### src/rtl/uart_frame_packer_if.sv
// Byte-in / frame-out bundle between the UART receiver, the packer and the sorter core.
interface uart_frame_packer_if #(
  parameter int WIDTH = 32,
  parameter int DEPTH = 8
);
  logic [7:0]                   byte_data;
  logic                         byte_valid;
  logic [WIDTH*DEPTH-1:0]       frame_data;
  logic                         frame_valid;
  logic                         frame_ready;
  logic [$clog2(DEPTH+1)-1:0]   word_count;
  logic                         overrun;
  logic                         resync;

  // Environment side: byte producer and frame consumer.
  modport master (
    output byte_data,
    output byte_valid,
    output frame_ready,
    input  frame_data,
    input  frame_valid,
    input  word_count,
    input  overrun,
    input  resync
  );

  // Packer side.
  modport slave (
    input  byte_data,
    input  byte_valid,
    input  frame_ready,
    output frame_data,
    output frame_valid,
    output word_count,
    output overrun,
    output resync
  );
endinterface

### src/rtl/uart_frame_packer.sv
// Packs received UART bytes into WIDTH-bit words and DEPTH-word frames,
// with idle-timeout resynchronisation and overrun reporting.
module uart_frame_packer #(
  parameter int WIDTH          = 32,
  parameter int DEPTH          = 8,
  parameter bit BIG_ENDIAN     = 1'b0,
  parameter int TIMEOUT_CYCLES = 100000
) (
  input logic                clk,
  input logic                rst,
  uart_frame_packer_if.slave bus
);

  localparam int BYTES   = WIDTH / 8;
  localparam int BCW     = (BYTES > 1) ? $clog2(BYTES) : 1;
  localparam int WCW     = $clog2(DEPTH + 1);
  localparam int IW      = (TIMEOUT_CYCLES > 0) ? $clog2(TIMEOUT_CYCLES + 1) : 1;
  localparam int TO_LAST = (TIMEOUT_CYCLES > 0) ? TIMEOUT_CYCLES - 1 : 0;

  localparam logic [BCW-1:0] BYTE_LAST = BCW'(BYTES - 1);
  localparam logic [WCW-1:0] WORD_LAST = WCW'(DEPTH - 1);
  localparam logic [IW-1:0]  IDLE_LAST = IW'(TO_LAST);
  localparam logic [IW-1:0]  IDLE_MAX  = '1;

  typedef enum logic {
    COLLECT,
    HOLD
  } state_t;

  state_t                   state_q, state_d;
  logic [BCW-1:0]           byte_cnt_q, byte_cnt_d;
  logic [WCW-1:0]           word_cnt_q, word_cnt_d;
  logic [IW-1:0]            idle_cnt_q, idle_cnt_d;
  logic [WIDTH-1:0]         asm_q, asm_d;
  logic [WIDTH*DEPTH-1:0]   frame_q;
  logic                     overrun_q, overrun_d;
  logic                     resync_q, resync_d;
  logic                     word_done;
  logic                     progress;
  logic [WIDTH-1:0]         word_le;
  logic [WIDTH-1:0]         word_be;

  // Candidate assembly values for both byte orders.
  always_comb begin
    word_le = asm_q;
    word_le[8*int'(byte_cnt_q) +: 8] = bus.byte_data;
    word_be = WIDTH'({asm_q, bus.byte_data});
  end

  // Next-state, counters and pulse outputs.
  always_comb begin
    state_d    = state_q;
    byte_cnt_d = byte_cnt_q;
    word_cnt_d = word_cnt_q;
    idle_cnt_d = idle_cnt_q;
    asm_d      = asm_q;
    overrun_d  = 1'b0;
    resync_d   = 1'b0;
    word_done  = 1'b0;
    progress   = (byte_cnt_q != '0) || (word_cnt_q != '0);

    case (state_q)
      COLLECT: begin
        if (bus.byte_valid) begin
          asm_d      = BIG_ENDIAN ? word_be : word_le;
          idle_cnt_d = '0;
          if (byte_cnt_q == BYTE_LAST) begin
            word_done  = 1'b1;
            byte_cnt_d = '0;
            if (word_cnt_q == WORD_LAST) begin
              word_cnt_d = '0;
              state_d    = HOLD;
            end else begin
              word_cnt_d = word_cnt_q + 1'b1;
            end
          end else begin
            byte_cnt_d = byte_cnt_q + 1'b1;
          end
        end else if ((TIMEOUT_CYCLES > 0) && progress) begin
          // The cycle that would bring the idle count to TIMEOUT_CYCLES is the timeout.
          if (idle_cnt_q >= IDLE_LAST) begin
            byte_cnt_d = '0;
            word_cnt_d = '0;
            idle_cnt_d = '0;
            resync_d   = 1'b1;
          end else if (idle_cnt_q != IDLE_MAX) begin
            idle_cnt_d = idle_cnt_q + 1'b1;
          end
        end else begin
          idle_cnt_d = '0;
        end
      end

      HOLD: begin
        idle_cnt_d = '0;
        if (bus.byte_valid) begin
          overrun_d = 1'b1;
        end
        if (bus.frame_ready) begin
          state_d = COLLECT;
        end
      end

      default: begin
        state_d = COLLECT;
      end
    endcase
  end

  // Control state registers.
  always_ff @(posedge clk or negedge rst) begin
    if (!rst) begin
      state_q    <= COLLECT;
      byte_cnt_q <= '0;
      word_cnt_q <= '0;
      idle_cnt_q <= '0;
      asm_q      <= '0;
      overrun_q  <= 1'b0;
      resync_q   <= 1'b0;
    end else begin
      state_q    <= state_d;
      byte_cnt_q <= byte_cnt_d;
      word_cnt_q <= word_cnt_d;
      idle_cnt_q <= idle_cnt_d;
      asm_q      <= asm_d;
      overrun_q  <= overrun_d;
      resync_q   <= resync_d;
    end
  end

  // Frame slot storage; only written on word completion, so stable in HOLD.
  always_ff @(posedge clk or negedge rst) begin
    if (!rst) begin
      frame_q <= '0;
    end else if (word_done) begin
      frame_q[int'(word_cnt_q)*WIDTH +: WIDTH] <= asm_d;
    end
  end

  assign bus.frame_data  = frame_q;
  assign bus.frame_valid = (state_q == HOLD);
  assign bus.word_count  = (state_q == COLLECT) ? word_cnt_q : '0;
  assign bus.overrun     = overrun_q;
  assign bus.resync      = resync_q;

endmodule

### src/flat_wrapper.sv
// flat-port wrapper written by rule: the top's interface ports become plain ports
module uart_frame_packer_flat 
#(
  parameter int WIDTH          = 32,
  parameter int DEPTH          = 8,
  parameter bit BIG_ENDIAN     = 1'b0,
  parameter int TIMEOUT_CYCLES = 100000
)
  (clk, rst, bus_byte_data, bus_byte_valid, bus_frame_ready, bus_frame_data, bus_frame_valid, bus_word_count, bus_overrun, bus_resync);
  uart_frame_packer_if #(.WIDTH(WIDTH), .DEPTH(DEPTH)) bus_i ();
  input logic clk;
  input logic rst;
  input wire logic [$bits(bus_i.byte_data)-1:0] bus_byte_data;
  input wire logic [$bits(bus_i.byte_valid)-1:0] bus_byte_valid;
  input wire logic [$bits(bus_i.frame_ready)-1:0] bus_frame_ready;
  output wire logic [$bits(bus_i.frame_data)-1:0] bus_frame_data;
  output wire logic [$bits(bus_i.frame_valid)-1:0] bus_frame_valid;
  output wire logic [$bits(bus_i.word_count)-1:0] bus_word_count;
  output wire logic [$bits(bus_i.overrun)-1:0] bus_overrun;
  output wire logic [$bits(bus_i.resync)-1:0] bus_resync;
  assign bus_i.byte_data = bus_byte_data;
  assign bus_i.byte_valid = bus_byte_valid;
  assign bus_i.frame_ready = bus_frame_ready;
  assign bus_frame_data = bus_i.frame_data;
  assign bus_frame_valid = bus_i.frame_valid;
  assign bus_word_count = bus_i.word_count;
  assign bus_overrun = bus_i.overrun;
  assign bus_resync = bus_i.resync;
  uart_frame_packer #(.WIDTH(WIDTH), .DEPTH(DEPTH), .BIG_ENDIAN(BIG_ENDIAN), .TIMEOUT_CYCLES(TIMEOUT_CYCLES)) u_core (.clk(clk), .rst(rst), .bus(bus_i));
endmodule
### config.mk
export PLATFORM = sky130hd
export DESIGN_NAME = uart_frame_packer_flat
export DESIGN_NICKNAME = d
export VERILOG_FILES = /design/src/rtl/uart_frame_packer_if.sv /design/src/rtl/uart_frame_packer.sv /design/src/flat_wrapper.sv
export SDC_FILE = /design/constraint.sdc
export NUM_CORES = 1
export LEC_CHECK = 0
export ABC_AREA = 1
export CORE_MARGIN = 2
export CORE_UTILIZATION = 53
export CTS_BUF_LIST = sky130_fd_sc_hd__clkbuf_8 sky130_fd_sc_hd__clkbuf_16
export CTS_CLUSTER_DIAMETER = 40
export CTS_CLUSTER_SIZE = 12
export DETAILED_ROUTE_END_ITERATION = 10
export PLACE_DENSITY = 0.93
export SYNTH_ARGS = -nofsm -noshare
export SYNTH_HDL_FRONTEND = slang
export SYNTH_SLANG_ARGS = --single-unit
### constraint.sdc
create_clock -name clk -period 6.3 [get_ports clk]
set_clock_uncertainty 0.1 [all_clocks]
set_input_delay 0.945 -clock clk [delete_from_list [all_inputs] [get_ports clk]]
set_output_delay 0.945 -clock clk [all_outputs]
set_load 0.005 [all_outputs]
* Word-level counts from Yosys, hierarchy flattened
Index checks and enable logic that the tools add are counted.
** Cells by class
- Bitwise operators :: 1
- Equality and inequality tests :: 5
- Shift-type cells :: 4
- Reductions and logical operators :: 7
- Add/sub/neg operators :: 5
- Magnitude comparators :: 1
- Muxes and demuxes :: 33
** Operators by type and width (number)
- 256-bit bitwise mux :: 1
- 32-bit by 33-bit variable shift with 256-bit output, first input constant :: 1
- 32-bit by 33-bit indexed part select with 256-bit output :: 1
- 17-bit two-way mux :: 4
- 32-bit two-way mux :: 2
- 17-bit case mux with 2 select lines :: 1
- 5-bit negation with 33-bit output :: 1
- 9-bit negation with 33-bit output :: 1
- 8-bit by 33-bit variable shift with 32-bit output, first input constant :: 1
- 8-bit by 33-bit indexed part select with 32-bit output :: 1
- 32-bit bitwise mux :: 1
- 4-bit two-way mux :: 6
- 17-bit by 1-bit adder with 17-bit output, second input constant :: 1
- 17-bit greater-or-equal comparator, second input constant :: 1
- 17-bit inequality test, second input constant :: 1
- 1-bit two-way mux :: 13
- 2-bit two-way mux :: 4
- 2-bit nonzero test :: 3
- 5-bit inequality test, second input constant :: 1
- 4-bit by 1-bit adder with 4-bit output, second input constant :: 1
- 4-bit by 3-bit == test with 1-bit output, second input constant :: 1
- 4-bit AND reduction :: 1
- 4-bit nonzero test :: 1
- 3-bit AND reduction :: 1
- other kinds (6) :: 6
** Storage, ports and cells
- Word-level logic and storage cells :: 64
- Input port bits :: 12
- Flip-flop bits (word level) :: 314
- Output and inout bits :: 263

* Logic depth before layout (Yosys ltp)
- Depth in word-level cells :: 7
- Mapped depth :: 16
- Gate-level depth less buffers :: 15

* Least setup slack after synthesis
OpenSTA, ideal clock, no wires.
- Path type :: register to register
- Start point :: reg u_core.word_cnt_q[0]
- End point :: reg u_core.frame_q[137], in the netlist u_core.bus.frame_data[137]
- Slack :: 3831 ps
- Library setup time :: 115 ps
- Arrival time :: 2255 ps
- Period minus slack after synthesis :: 2469 ps
- Data required time :: 6085 ps
- Buffers on the path :: 4
- Stages on the path, launching flop included :: 13
- Cell sequence :: dfrtp_1 buf_4 clkbuf_1 buf_1 nor3_1 ha_1 nand3_4 nor2_2 nand2_1 buf_2 or2_1 o21ai_2 inv_2
** Between the ends
- Cells in the longest elaborated chain, start to end :: 3
- Elaborated cells between the ends (all ways) :: 4
- Those cells by class :: add/sub (1); shift (2); mux (1)
** RTL lines
- start: declaration :: RTL line uart_frame_packer.sv:32 : logic [WCW-1:0] word_cnt_q, word_cnt_d;
- start signal: assignment :: RTL line uart_frame_packer.sv:123 : word_cnt_q <= word_cnt_d;
- 9-bit negation with 33-bit output (*) :: RTL line uart_frame_packer.sv:136 : frame_q[int'(word_cnt_q)*WIDTH +: WIDTH] <= asm_d;
- 32-bit by 33-bit indexed part select with 256-bit output or 32-bit by 33-bit variable shift with 256-bit output (tied branches) :: RTL line uart_frame_packer.sv:136
- 256-bit bitwise mux (*) :: RTL line uart_frame_packer.sv:136
- end signal: indexed assignment :: RTL line uart_frame_packer.sv:136
- end: declaration :: RTL line uart_frame_packer.sv:35 : logic [WIDTH*DEPTH-1:0] frame_q;
Every way passes the cells marked *; elsewhere a longest branch is shown, timed or not.
A chain may end at the register's enable or synchronous reset.

* Worst setup path after layout
- Start point :: reg u_core.word_cnt_q[0]
- End point :: reg u_core.frame_q[23], in the netlist u_core.bus.frame_data[23]
The elaborated chain is that of the path after synthesis.

==> results.md <==
* Status: complete, no violations
* Diodes inserted at 0
* Synth Area in Simple Gates at 0.220
* Drt drc at 0
* Synth top area cells: dfrtp_1, nand2_1, nor2_1
* Fmax at ~220 MHz
* Post-synthesis compound-gate area fraction at 0.110
* Largest net degree at the start of global routing at around 180
* Initial antenna violation count at 0
* Tot Pwr at around 6.4 mW
* Num rows at 57
* Min cycle time layout at ~4500 ps
* CTS resizes at 0
* Via/cell ratio at 5.56
* Port Buffers at ~270
* Mean routed wirelength per cell at approximately 19 um
* Type of the worst setup path: flip-flop to flip-flop
* CP max FO at 64
* Worst-Margin Slew at ~1200 ps
* Routed length on met3 at between 3000 and 4000 um
* Core area at between 20000 and 25000 sq um
* 1st-pass router iterations at 5
* Dpl hpwl at 27300 um
* Crit start category: flip-flop
* Max-capacitance violation count at 0
* First-pass GRT wire length at around 64000 um
* Top Metal Used: met4
* Gr usage total at 0.310
* CTS tree: built
* Fill count at ~1600
* Number of global-route vias before repair at ~12000
* Chip height at approximately 160 um
* Wire length on met2 at 19200 um
* Sum of routed wire segments on met1 at approximately 15000 um
* Post-synthesis mux area share at 0
* Sink Count at roughly 310
* Seq cells post-synth at about 310
* Adder-cell share of the synthesized area at 0.0104
* Clock Path Buffers at 3
* Worst-Skew Late Latency at about 530 ps
* Syn nets at 1497
* Ys Warns at 0
* Die area at around 26000 sq um
* DRT antenna net count at 0
* Max-slew headroom at 0.195
* TritonCTS Buffers at 42
* Grt ovf at 0
* Setup_tns at 0 ps
* Postcts setup bufs at 0
* Initial Util at 0.541
* Final setup viols at 0
* Critical Path AT at between 4000 and 5000 ps
* RSZ-0062 raised after global routing: false
* Max H-tree Level at 2
* # IOs at ~280
* Vias post-DR at around 12000
* Synthesized area per cell at about 9.0 sq um
* Fin. Hold Viols at 0
* Die X at around 160 um
* XOR/XNOR Fraction of Synth Area at 0.00332
* Hold_buf cts at 0
* Pwr/cell area at 362 nW/um^2
* Register area share after synthesis at 0.595
* Layout Nets at ~1800
* DRT Wirelength at about 40000 um
* Layout cells sized above 1 at 0.0818
* Mapped Cells at 1474
* HP Class: input port to asynchronous set/reset pin
* Leakage at between 8 and 9 nW
* Max-slew violations at 0
* CTS Root Cell: clkbuf_16
* Yosys cell types at 38
* Placer congestion estimate at just under 0.9
* Reg clk slew, reported paths at about 50 ps
* Peak VDD IR at 0.000258 V
* Initial drt markers at around 1100
* Cell accounting for the most synthesized area: dfrtp_1
* Share of the synthesized area in the top cell type at 0.595
* Area Overhead vs Synth at 33.2%
* Fin crit share at 0.715
* Worst setup EP type: flip-flop
* Critical Path RT at 6600 ps
* Cell Area, Synth at 13200 sq um
* Main combinational cell family by area after synthesis: simple AND/OR/NAND/NOR gates
==> synthesized netlist by cell type (all sizes together) <==
master	n
nand2	430
dfrtp	314
o21ai	189
nor2	153
inv	115
a21oi	81
nand3	61
buf	52
nand4	20
clkbuf	17
ha	11
and2	7
nor3	7
or2	6
xor2	5
clkinv	2
nor3b	1
o21bai	1
o22ai	1
o31ai	1
==> critical path, cell delays in order, from the launching register on <==
cell and delay, ps:
dfrtp_2 410, inv_2 360, ha_1 350, nand2_2 490, nor3_4 1100, nand3_2 1000, o21ai_0 550
==> final timing paths <==
check                                     startpoint                         to  slack (ps)  cells past startpoint
max in group asynchronous                        rst       u_core.word_cnt_q[0]        4420                      2
hold reg to reg            u_core.bus.frame_data[76]  u_core.bus.frame_data[76]         370                      2
setup / recovery                u_core.word_cnt_q[0]  u_core.bus.frame_data[23]        1790                      6
hold / removal                                   rst  u_core.bus.frame_data[17]         250                      1
setup reg to reg                u_core.word_cnt_q[0]  u_core.bus.frame_data[23]        1790                      6
min in group clk           u_core.bus.frame_data[76]  u_core.bus.frame_data[76]         370                      2
==> sequential cells by signal, summed over array words and instances, names as in the netlist <==
signal / flops
u_core.bus.frame_data: 256
u_core.asm_q: 32
u_core.idle_cnt_q: 17
u_core.word_cnt_q: 4
u_core.byte_cnt_q: 2
u_core.bus.frame_valid: 1
u_core.bus.overrun: 1
u_core.bus.resync: 1
==> report_power, final <==
part           internal (mW)  switching [mW]
Sequential              2.21           0.127
Clock                   1.66           0.920
Combinational          0.439            1.01
==> cells by family after synthesis <==
group | count (synthesis)
simple gates | 685
flops | 314
compound gates | 273
buf+inv | 186
fa+ha+maj | 11
xor+xnor | 5
==> metrics by stage <==
stage | instances | utilization | worst slack, ps | cell area, sq um | hold slack [ps]
after floorplan | 1474 | - | 3830 | 13200 | 351
after global placement | 2008 | 0.658 | 2150 | 16000 | 354
after detailed placement | 2008 | 0.658 | 1880 | 16000 | 359
after CTS | 2085 | 0.721 | 1800 | 17600 | 253
after global routing | 2085 | 0.721 | 1280 | 17600 | 272
final | 2085 | 0.721 | 1790 | 17600 | 248
==> per-layer routing <==
| layer | global-route usage | vias up |
|---|---|---|
| met4 | 0.167 | 0 |
| li1 | - | 5245 |
| met3 | 0.0787 | 153 |
| met2 | 0.498 | 608 |
| met5 | 0 | - |
| met1 | 0.388 | 5584 |
==> cells in the final DEF, fill, tap and decap left out, types with 11 or more instances in the layout <==
| cell type | count |
|---|---|
| nand2_1 | 421 |
| dfrtp_1 | 313 |
| clkdlybuf4s50_1 | 273 |
| nor2_1 | 142 |
| inv_1 | 102 |
| o21ai_0 | 98 |
| a21oi_1 | 81 |
| o21ai_1 | 73 |
| nand3_1 | 56 |
| clkbuf_16 | 42 |
| nand4_1 | 20 |
| o21ai_2 | 18 |
| inv_2 | 14 |
| ha_1 | 11 |
==> cell type report <==
class / count / area (sq um) / share of cell area
Clock buffer: 47 / 1120 / 0.0636
Clock inverter: 30 / 427 / 0.0242
Inverter: 117 / 445 / 0.0253
Multi-Input combinational cell: 974 / 4540 / 0.258
Sequential cell: 314 / 7860 / 0.447
Tap cell: 324 / 405 / 0.0230
Timing Repair Buffer: 279 / 2800 / 0.159
No activity file was read; power rests on OpenSTA's default activity.
